<file path="config.mk">
export PLATFORM = sky130hd
export DESIGN_NAME = if_id_buffer_flat
export DESIGN_NICKNAME = d
export VERILOG_FILES = /design/src/rtl/if_id_buffer_if.sv /design/src/rtl/if_id_buffer.sv /design/src/flat_wrapper.sv
export SDC_FILE = /design/constraint.sdc
export NUM_CORES = 1
export LEC_CHECK = 0
export ABC_AREA = 0
export BUFFER_PORTS_ARGS = -buffer_cell sky130_fd_sc_hd__buf_2
export CAP_MARGIN = 30
export CORE_MARGIN = 2
export CORE_UTILIZATION = 45
export CTS_CLUSTER_SIZE = 25
export DETAILED_ROUTE_END_ITERATION = 7
export PLACE_DENSITY = 0.71
export SYNTH_ARGS = -nofsm -noshare
export SYNTH_HDL_FRONTEND = slang
export SYNTH_SLANG_ARGS = --single-unit
export TNS_END_PERCENT = 30
</file>
<file path="constraint.sdc">
create_clock -name clk -period 13.49 [get_ports clk]
set_input_delay 1.349 -clock clk [delete_from_list [all_inputs] [get_ports clk]]
set_output_delay 1.349 -clock clk [all_outputs]
set_load 0.02 [all_outputs]
</file>
<file path="src/rtl/if_id_buffer_if.sv">
// ----------------------------------------------------------------------------
// if_id_buffer_if
// Purpose : groups the fetch-side push port, the decode-side pop port, the
//           flush request and the occupancy count of the IF/ID buffer.
// Signals :
//   in_valid/in_pc/in_instr  fetch presents a {pc, instruction} word
//   in_ready                 buffer can accept a push this cycle
//   out_valid/out_pc/
//   out_instr/out_misalign   head entry presented to decode
//   out_ready                decode consumes the head this cycle
//   flush                    discard all buffered words (redirect)
//   count                    current occupancy
// Modports: master = pipeline side (fetch + decode + redirect logic),
//           slave  = the buffer itself.
// ----------------------------------------------------------------------------
interface if_id_buffer_if #(
   parameter int XLEN    = 64,
   parameter int INSTR_W = 32,
   parameter int CNT_W   = 2
);
   logic               in_valid;
   logic [XLEN-1:0]    in_pc;
   logic [INSTR_W-1:0] in_instr;
   logic               in_ready;
   logic               out_valid;
   logic [XLEN-1:0]    out_pc;
   logic [INSTR_W-1:0] out_instr;
   logic               out_misalign;
   logic               out_ready;
   logic               flush;
   logic [CNT_W-1:0]   count;

   modport master (
      output in_valid, in_pc, in_instr, out_ready, flush,
      input  in_ready, out_valid, out_pc, out_instr, out_misalign, count
   );

   modport slave (
      input  in_valid, in_pc, in_instr, out_ready, flush,
      output in_ready, out_valid, out_pc, out_instr, out_misalign, count
   );
endinterface

</file>
<file path="src/rtl/if_id_buffer.sv">
// ----------------------------------------------------------------------------
// if_id_buffer
// Purpose : first-word-fall-through FIFO between fetch and decode. Holds
//           {pc, instruction, misalign} words so decode stalls never drop a
//           fetched word; a flush discards everything (wrong-path words).
// Ports   :
//   clk    rising-edge clock
//   reset  synchronous, active-high; empties the buffer
//   bus    if_id_buffer_if.slave (push port, pop port, flush, count)
// Parameters:
//   XLEN, INSTR_W  pc / instruction widths
//   DEPTH          number of entries, power of two, >= 2
//   NOP            instruction presented while empty (addi x0,x0,0)
// ----------------------------------------------------------------------------
module if_id_buffer #(
   parameter int                 XLEN    = 64,
   parameter int                 INSTR_W = 32,
   parameter int                 DEPTH   = 2,
   parameter logic [INSTR_W-1:0] NOP     = 32'h00000013
) (
   input  logic          clk,
   input  logic          reset,
   if_id_buffer_if.slave bus
);

   localparam int PTR_W = $clog2(DEPTH);
   localparam int CNT_W = $clog2(DEPTH) + 1;
   localparam logic [CNT_W-1:0] FULL_CNT = CNT_W'(DEPTH);

   // Pointer / occupancy state. count is kept explicitly because equal
   // pointers mean either empty or full.
   logic [PTR_W-1:0] wr_ptr_q, wr_ptr_d;
   logic [PTR_W-1:0] rd_ptr_q, rd_ptr_d;
   logic [CNT_W-1:0] count_q,  count_d;
   logic [DEPTH-1:0] valid_q,  valid_d;

   // Storage
   logic [XLEN-1:0]    pc_mem    [DEPTH];
   logic [INSTR_W-1:0] instr_mem [DEPTH];
   logic [DEPTH-1:0]   mis_mem;

   logic push_en;
   logic pop_en;

   // in_ready looks at registered occupancy only, so a full buffer refuses a
   // push even when decode pops in the same cycle.
   assign bus.in_ready  = (count_q != FULL_CNT);
   assign bus.out_valid = (count_q != '0);
   assign bus.count     = count_q;

   // A flush wins over both handshakes; the word accepted on the flush cycle
   // is dropped rather than written.
   assign push_en = bus.in_valid & bus.in_ready & ~bus.flush;
   assign pop_en  = bus.out_valid & bus.out_ready & ~bus.flush;

   // NOTE: every signal assigned in always_comb gets a default first, so no
   // path leaves it unassigned and no latch is inferred.
   always_comb begin
      wr_ptr_d = wr_ptr_q;
      rd_ptr_d = rd_ptr_q;
      count_d  = count_q;
      valid_d  = valid_q;

      if (bus.flush) begin
         wr_ptr_d = '0;
         rd_ptr_d = '0;
         count_d  = '0;
         valid_d  = '0;
      end else begin
         if (push_en) begin
            wr_ptr_d          = wr_ptr_q + PTR_W'(1);
            valid_d[wr_ptr_q] = 1'b1;
         end
         if (pop_en) begin
            rd_ptr_d          = rd_ptr_q + PTR_W'(1);
            valid_d[rd_ptr_q] = 1'b0;
         end
         // Push and pop together leave the occupancy unchanged.
         case ({push_en, pop_en})
            2'b10:   count_d = count_q + CNT_W'(1);
            2'b01:   count_d = count_q - CNT_W'(1);
            default: count_d = count_q;
         endcase
      end
   end

   // NOTE: sequential state uses non-blocking assignments so every register
   // samples the pre-edge values regardless of statement order.
   always_ff @(posedge clk) begin
      if (reset) begin
         wr_ptr_q <= '0;
         rd_ptr_q <= '0;
         count_q  <= '0;
         valid_q  <= '0;
      end else begin
         wr_ptr_q <= wr_ptr_d;
         rd_ptr_q <= rd_ptr_d;
         count_q  <= count_d;
         valid_q  <= valid_d;
      end
   end

   // NOTE: the data array is not reset; the per-entry valid bits already
   // mask stale contents, so resetting wide storage would only add cost.
   always_ff @(posedge clk) begin
      if (push_en) begin
         pc_mem[wr_ptr_q]    <= bus.in_pc;
         instr_mem[wr_ptr_q] <= bus.in_instr;
         mis_mem[wr_ptr_q]   <= (bus.in_pc[1:0] != 2'b00);
      end
   end

   // Head presentation: fall-through from entry[rd_ptr], NOP bubble when empty.
   always_comb begin
      bus.out_pc       = '0;
      bus.out_instr    = NOP;
      bus.out_misalign = 1'b0;
      if (valid_q[rd_ptr_q]) begin
         bus.out_pc       = pc_mem[rd_ptr_q];
         bus.out_instr    = instr_mem[rd_ptr_q];
         bus.out_misalign = mis_mem[rd_ptr_q];
      end
   end

endmodule

</file>
<file path="src/flat_wrapper.sv">
// flat-port wrapper written by rule: the top's interface ports become plain ports
module if_id_buffer_flat 
#(
   parameter int                 XLEN    = 64,
   parameter int                 INSTR_W = 32,
   parameter int                 DEPTH   = 2,
   parameter logic [INSTR_W-1:0] NOP     = 32'h00000013
)
  (clk, reset, bus_in_valid, bus_in_pc, bus_in_instr, bus_out_ready, bus_flush, bus_in_ready, bus_out_valid, bus_out_pc, bus_out_instr, bus_out_misalign, bus_count);
  if_id_buffer_if #(.XLEN(XLEN), .INSTR_W(INSTR_W), .CNT_W(($clog2(DEPTH) + 1))) bus_i ();
  input  logic clk;
  input  logic reset;
  input wire logic [$bits(bus_i.in_valid)-1:0] bus_in_valid;
  input wire logic [$bits(bus_i.in_pc)-1:0] bus_in_pc;
  input wire logic [$bits(bus_i.in_instr)-1:0] bus_in_instr;
  input wire logic [$bits(bus_i.out_ready)-1:0] bus_out_ready;
  input wire logic [$bits(bus_i.flush)-1:0] bus_flush;
  output wire logic [$bits(bus_i.in_ready)-1:0] bus_in_ready;
  output wire logic [$bits(bus_i.out_valid)-1:0] bus_out_valid;
  output wire logic [$bits(bus_i.out_pc)-1:0] bus_out_pc;
  output wire logic [$bits(bus_i.out_instr)-1:0] bus_out_instr;
  output wire logic [$bits(bus_i.out_misalign)-1:0] bus_out_misalign;
  output wire logic [$bits(bus_i.count)-1:0] bus_count;
  assign bus_i.in_valid = bus_in_valid;
  assign bus_i.in_pc = bus_in_pc;
  assign bus_i.in_instr = bus_in_instr;
  assign bus_i.out_ready = bus_out_ready;
  assign bus_i.flush = bus_flush;
  assign bus_in_ready = bus_i.in_ready;
  assign bus_out_valid = bus_i.out_valid;
  assign bus_out_pc = bus_i.out_pc;
  assign bus_out_instr = bus_i.out_instr;
  assign bus_out_misalign = bus_i.out_misalign;
  assign bus_count = bus_i.count;
  if_id_buffer #(.XLEN(XLEN), .INSTR_W(INSTR_W), .DEPTH(DEPTH), .NOP(NOP)) u_core (.clk(clk), .reset(reset), .bus(bus_i));
endmodule
</file>
# [Word-level counts from Yosys, hierarchy flattened]
# Memory sizes are Yosys's and may differ from the RTL's. A register that Yosys moved wholly into a read port is not among the register bits.
# Cells that the tools add are included.
[word_totals] in_bits=101 out_inout_bits=101 mem_count=2 regBits=8 ramBits=192
[op_classes] eq_ne=3 order_cmp=4 n_reduce_logical=6 bitwise=8 n_mux=22 add_sub_neg=4
[mem_list] name="u_core.pc_mem" words=2 word_bits=64 read_ports=1 rd_clocked_by_memory_dff=1 wr=1 line_no="if_id_buffer.sv:38" rtl="logic [XLEN-1:0] pc_mem [DEPTH];"
[mem_list] name="u_core.instr_mem" words=2 word_bits=32 read_ports=1 rd_clocked_by_memory_dff=1 wr=1 line_no="if_id_buffer.sv:39" rtl="logic [INSTR_W-1:0] instr_mem [DEPTH];"
[op_table] operator="$mux W64" n=1
[op_table] operator="$mux W32" n=1
[op_table] operator="$mux W1" n=13
[op_table] operator="$mux W2" n=3
[op_table] operator="$reduce_bool A2 Y1" n=3
[op_table] operator="$and A1 B1 Y1" n=4
[op_table] operator="$lt A1 B2 Y1 const B" n=2
[op_table] operator="$pmux W2 S2" n=1
[op_table] operator="$add A1 B1 Y1 const B" n=2
[op_table] operator="$add A2 B1 Y2 const B" n=1
[op_table] operator="$and A2 B2 Y2" n=1
[op_table] operator="$bwmux W2" n=1
[op_table] operator="$demux W1 S1" n=2
[op_table] operator="$eq A2 B1 Y1 const B" n=1
[op_table] operator="$eq A2 B2 Y1 const B" n=1
[op_table] operator="$ge A1 B1 Y1 const B" n=2
[op_table] operator="$logic_and A1 B1 Y1" n=2
[op_table] operator="$ne A2 B2 Y1 const B" n=1
[op_table] operator="$not A2 Y2" n=1
[op_table] operator="$or A2 B2 Y2" n=1
[op_table] operator="$reduce_or A2 Y1" n=1
[op_table] operator="$sub A2 B1 Y2 const B" n=1
[op_table] operator="$not A1 Y1" n=1

# [Logic depth before layout (Yosys ltp)]
[depth] ltp_word=9 ltp_mapped=7 ltp_nobuf=7

# [Worst setup path after synthesis]
# No wires, ideal clock.
[synth_path] kind="input -> register" from="input bus_flush" to="register u_core.valid_q[1]" setup_slack_ns=3.637 stages=3 t_arrival_ns=9.762 path_cell_list="nand2b_1 nor3b_1 o221a_2"
[synth_between] elab_chain_cells=6 elab_cells_between_ends=8 classes_between="3 x mux; 4 x bitwise; 1 x reduce/logical"
[synth_rtl] element="from (decl)" line_no="flat_wrapper.sv:17" rtl="input wire logic [$bits(bus_i.flush)-1:0] bus_flush;"
[synth_rtl] element="$not A1 Y1" line_no="if_id_buffer.sv:53, if_id_buffer.sv:54"
[synth_rtl] element="$and A1 B1 Y1" line_no="if_id_buffer.sv:53" rtl="assign push_en = bus.in_valid & bus.in_ready & ~bus.flush;"
[synth_rtl] element="$mux W2" line_no="if_id_buffer.sv:70" rtl="if (push_en) begin"
[synth_rtl] element="$mux W2" line_no="if_id_buffer.sv:64" rtl="if (bus.flush) begin"
[synth_rtl] element="$and A2 B2 Y2 (no source line)"
[synth_rtl] element="$mux W2" line_no="if_id_buffer.sv:74" rtl="if (pop_en) begin"
[synth_rtl] element="to (signal assigned)" line_no="if_id_buffer.sv:99" rtl="valid_q <= valid_d;"
[synth_rtl] element="to (decl)" line_no="if_id_buffer.sv:35" rtl="logic [DEPTH-1:0] valid_q, valid_d;"
# Several ways; a longest one is shown, not always the timed one. The select of a mux whose other input is x is not followed.
# A chain may end at the register's enable or synchronous reset.

==> flow_summary_export.csv <==
group,metric,value,unit
outcome,outcome,"finished, final reports clean",
sta,max_slew_margin,43.0,%
critical_path,crit_fanout,51,
drt,num_vias,4396,
sta,final_max_slew_viol_count,0,
cells_and_area,multiInputGateArea,1540,um2
critical_path,crit_arrival,2760,ps
floorplan,die_area,18000,um2
floorplan,design.portCount,202,
pwr,p_leak,3.54,nW
synthesis,ys_ff_latch,201,
floorplan,core_area,16600,um2
cells_and_area,layout_common_cells,"201 x buf_2, 194 x edfxtp_1, 99 x nor2_1, 94 x mux2i_1, 21 x clkbuf_16",
sta,tightest_slew,856,ps
synthesis,syn-num-nets,546,
grt,grt_max_degree,52,
critical_path,crit_slowest_cell,"dfxtp_4",
pwr,ir_worst_vdd,0.115,mV
cells_and_area,drive_above_1_share,36.8,%
floorplan,rows,47,
clock_network,cts_buffers,21,
sta,timing.final.hold_violations,0,
drt,ant_nets,0,
synthesis,syn_inst,444,
placed_design,dp.final_hpwl,9610,um
floorplan,initial_core_util,46.0,%
critical_path,critPathCaptureType,"output pin",
critical_path,reg2regPathDepth,6,
drt,dr.pass1.iters,4,
sta,setup_tns,0,ps
pwr,power_density,142,nW/um2
sta,rsz0062_at_grt,"false",
synthesis,post_synth_instance_area,7620,um2
clock_network,cts.htree.levels,1,
clock_network,hold_buffers,0,
pwr,p_int,1.09,mW
pwr,sw_frac_of_total,19.8,%
grt,antenna_found_initial,0,
sta,fin_crit,4110,ps
sta,timing.clock.skew,3.95,ps
synthesis,avgSynthCellArea,17.2,um2
drt,wl_per_cell,16.6,um
clock_network,post_cts_buffers,0,
floorplan,dieHeight,134,um
critical_path,crit_path_end,"bus_out_pc[20]",
pwr,power,1.36,mW
floorplan,die_w,134,um
critical_path,path_cells,"buf_4 -> mux2i_1 -> nor2_1 -> buf_2",
cells_and_area,layout_commonest_cell,"buf_2",
synthesis,ys_seq_area_share,78.3,%
placed_design,io_buffers,201,
critical_path,rrSetupSlack,11630,ps
placed_design,gp_congestion,0.748,
critical_path,rr_startpoint,"u_core.bus.count[1]$_SDFFE_PP0P_",
critical_path,crit_type,"reg2out",
clock_network,clock_path_buffers,3,
grt,track_usage,15.8,%
critical_path,timing.rr.end,"u_core.bus.count[1]$_SDFFE_PP0P_",
synthesis,yosys_warnings,0,
drt,via_per_inst,4.94,
clock_network,cts_tree,"built",
clock_network,clockRootBuffer,"clkbuf_16",
cells_and_area,fin_nets,756,
hold_path,min_path_type,"reg2reg",
pwr,pwr-share-seq,52.1,%
pwr,p_sw,0.269,mW
drt,drc,0,
cells_and_area,diodes,0,
sta,fin_crit_sh,30.4,%
placed_design,dp_slack,9850,ps
cells_and_area,fillers,1329,
cells_and_area,area.sequential,5970,um2
drt,dr.first_iter.drc_count,259,
cells_and_area,design_area,9560,um2
sta,fmax,244,MHz
sta,setup_slack,9380,ps
synthesis,synth_cell_type_count,22,
clock_network,clk_pin_slew,60,ps
critical_path,critPathMaxStageDelay,890,ps
pwr,power_frac_clock,43.2,%
critical_path,startpoint_type,"flip-flop",
sta,setup_viol,0,
job,maxCapViolCount,0,
clock_network,cts_sinks,201,
drt,routed_wl,14800,um
clock_network,cts_resized,0,
grt,grt_pass1_vias,4481,
cells_and_area,areaGrowthSynthToFinish,25.4,%
grt,grt.overflow.total,0,
critical_path,critPathRequiredTime,12140,ps
pwr,pwr-share-comb,4.6,%
clock_network,clock_latency,480,ps
grt,grt_pass1_wl,22800,um
placed_design,place_area,8850,um2
==> stage by stage <==
step	hold WS (ps)	utilization, %	instances
detailed placement	536	53.4	851
global route	594	57.7	889
floorplan	496	-	444
finish	560	57.7	889
CTS	559	57.7	889
global placement	500	53.4	851
==> cell type report <==
class	instances	area share, %
Clock inverter	13	1.73
Sequential cell	201	62.4
Timing Repair Buffer	208	11.1
Inverter	2	0.0785
Clock buffer	25	5.65
Multi-Input combinational cell	220	16.1
Tap cell	220	2.88
==> sequential cells by signal, summed over array words and instances, names as in the netlist, named ones only <==
name and flops:
u_core.rd_ptr_q 1, u_core.pc_mem 128, u_core.instr_mem 64, u_core.mis_mem 2, u_core.valid_q 2, u_core.wr_ptr_q 1, u_core.bus.count 2
==> critical path: cells and delay by family (launching register included) <==
family / cells / cell delay [ps]
buffers and inverters: 2 / 970
DFF: 1 / 890
muxes: 1 / 300
and+or+nand+nor: 1 / 70
==> cells in the mapped netlist <==
cell | instances | area (um2)
nor2_1 | 99 | 372
dfxtp_1 | 7 | 140
or2_2 | 3 | 18.8
nor3_2 | 1 | 10.0
o21a_1 | 2 | 15.0
o221a_2 | 2 | 22.5
edfxtp_1 | 194 | 5830
nor3b_1 | 1 | 7.51
clkbuf_4 | 2 | 15.0
or3_1 | 1 | 6.26
buf_2 | 12 | 60.1
a21oi_1 | 1 | 5.00
o21ai_0 | 2 | 10.0
xnor2_1 | 2 | 17.5
nand2b_1 | 2 | 12.5
mux2i_1 | 95 | 951
inv_1 | 2 | 7.51
buf_4 | 7 | 52.6
ha_1 | 1 | 12.5
a211o_1 | 3 | 26.3
nor2b_1 | 4 | 25.0
xor2_1 | 1 | 8.76
==> cell families (layout without fill, tap and decap cells) <==
family / Yosys count / in the layout / synth area share, %
adder cells (fa/ha/maj): 1 / 1 / 0.164
multiplexers: 95 / 95 / 12.5
AND/OR/NAND/NOR: 111 / 111 / 5.93
AO/OA/AOI/OAI: 10 / 10 / 1.03
buffers and inverters: 23 / 248 / 1.77
flip-flops: 201 / 201 / 78.3
XOR/XNOR: 3 / 3 / 0.345
==> metal layers <==
metal / vias to the layer above / GRT usage (%) / share of wire [%]
met3: 29 / 5.48 / 8.4
met4: 0 / 4.85 / 2.3
met1: 2132 / 20.0 / 41
met2: 169 / 26.1 / 48
met5: - / 0 / 0
li1: 2066 / - / -
==> power by group through the flow <==
stage / combinational, mW / clock [mW] / sequential (mW)
global route: 0.0693 / 0.624 / 0.709
global placement: 0.0612 / 0 / 0.721
floorplan: 0.0329 / 0 / 0.722
finish: 0.0631 / 0.588 / 0.708
CTS: 0.0639 / 0.603 / 0.709
detailed placement: 0.0635 / 0 / 0.722
==> worst min path at each step <==
stage	start	end	slack, ps	depth (start not counted)
after global routing	u_core.bus.count[1]$_SDFFE_PP0P_	u_core.bus.count[1]$_SDFFE_PP0P_	590	2
final	u_core.bus.count[1]$_SDFFE_PP0P_	u_core.bus.count[1]$_SDFFE_PP0P_	560	2
after global placement	u_core.bus.count[1]$_SDFFE_PP0P_	u_core.bus.count[1]$_SDFFE_PP0P_	500	2
after CTS	u_core.bus.count[1]$_SDFFE_PP0P_	u_core.bus.count[1]$_SDFFE_PP0P_	560	2
after floorplan	u_core.valid_q[0]$_SDFF_PP0_	u_core.valid_q[0]$_SDFF_PP0_	500	1
after detailed placement	u_core.bus.count[1]$_SDFFE_PP0P_	u_core.bus.count[1]$_SDFFE_PP0P_	540	2
Power figures use the tool's default switching activity.
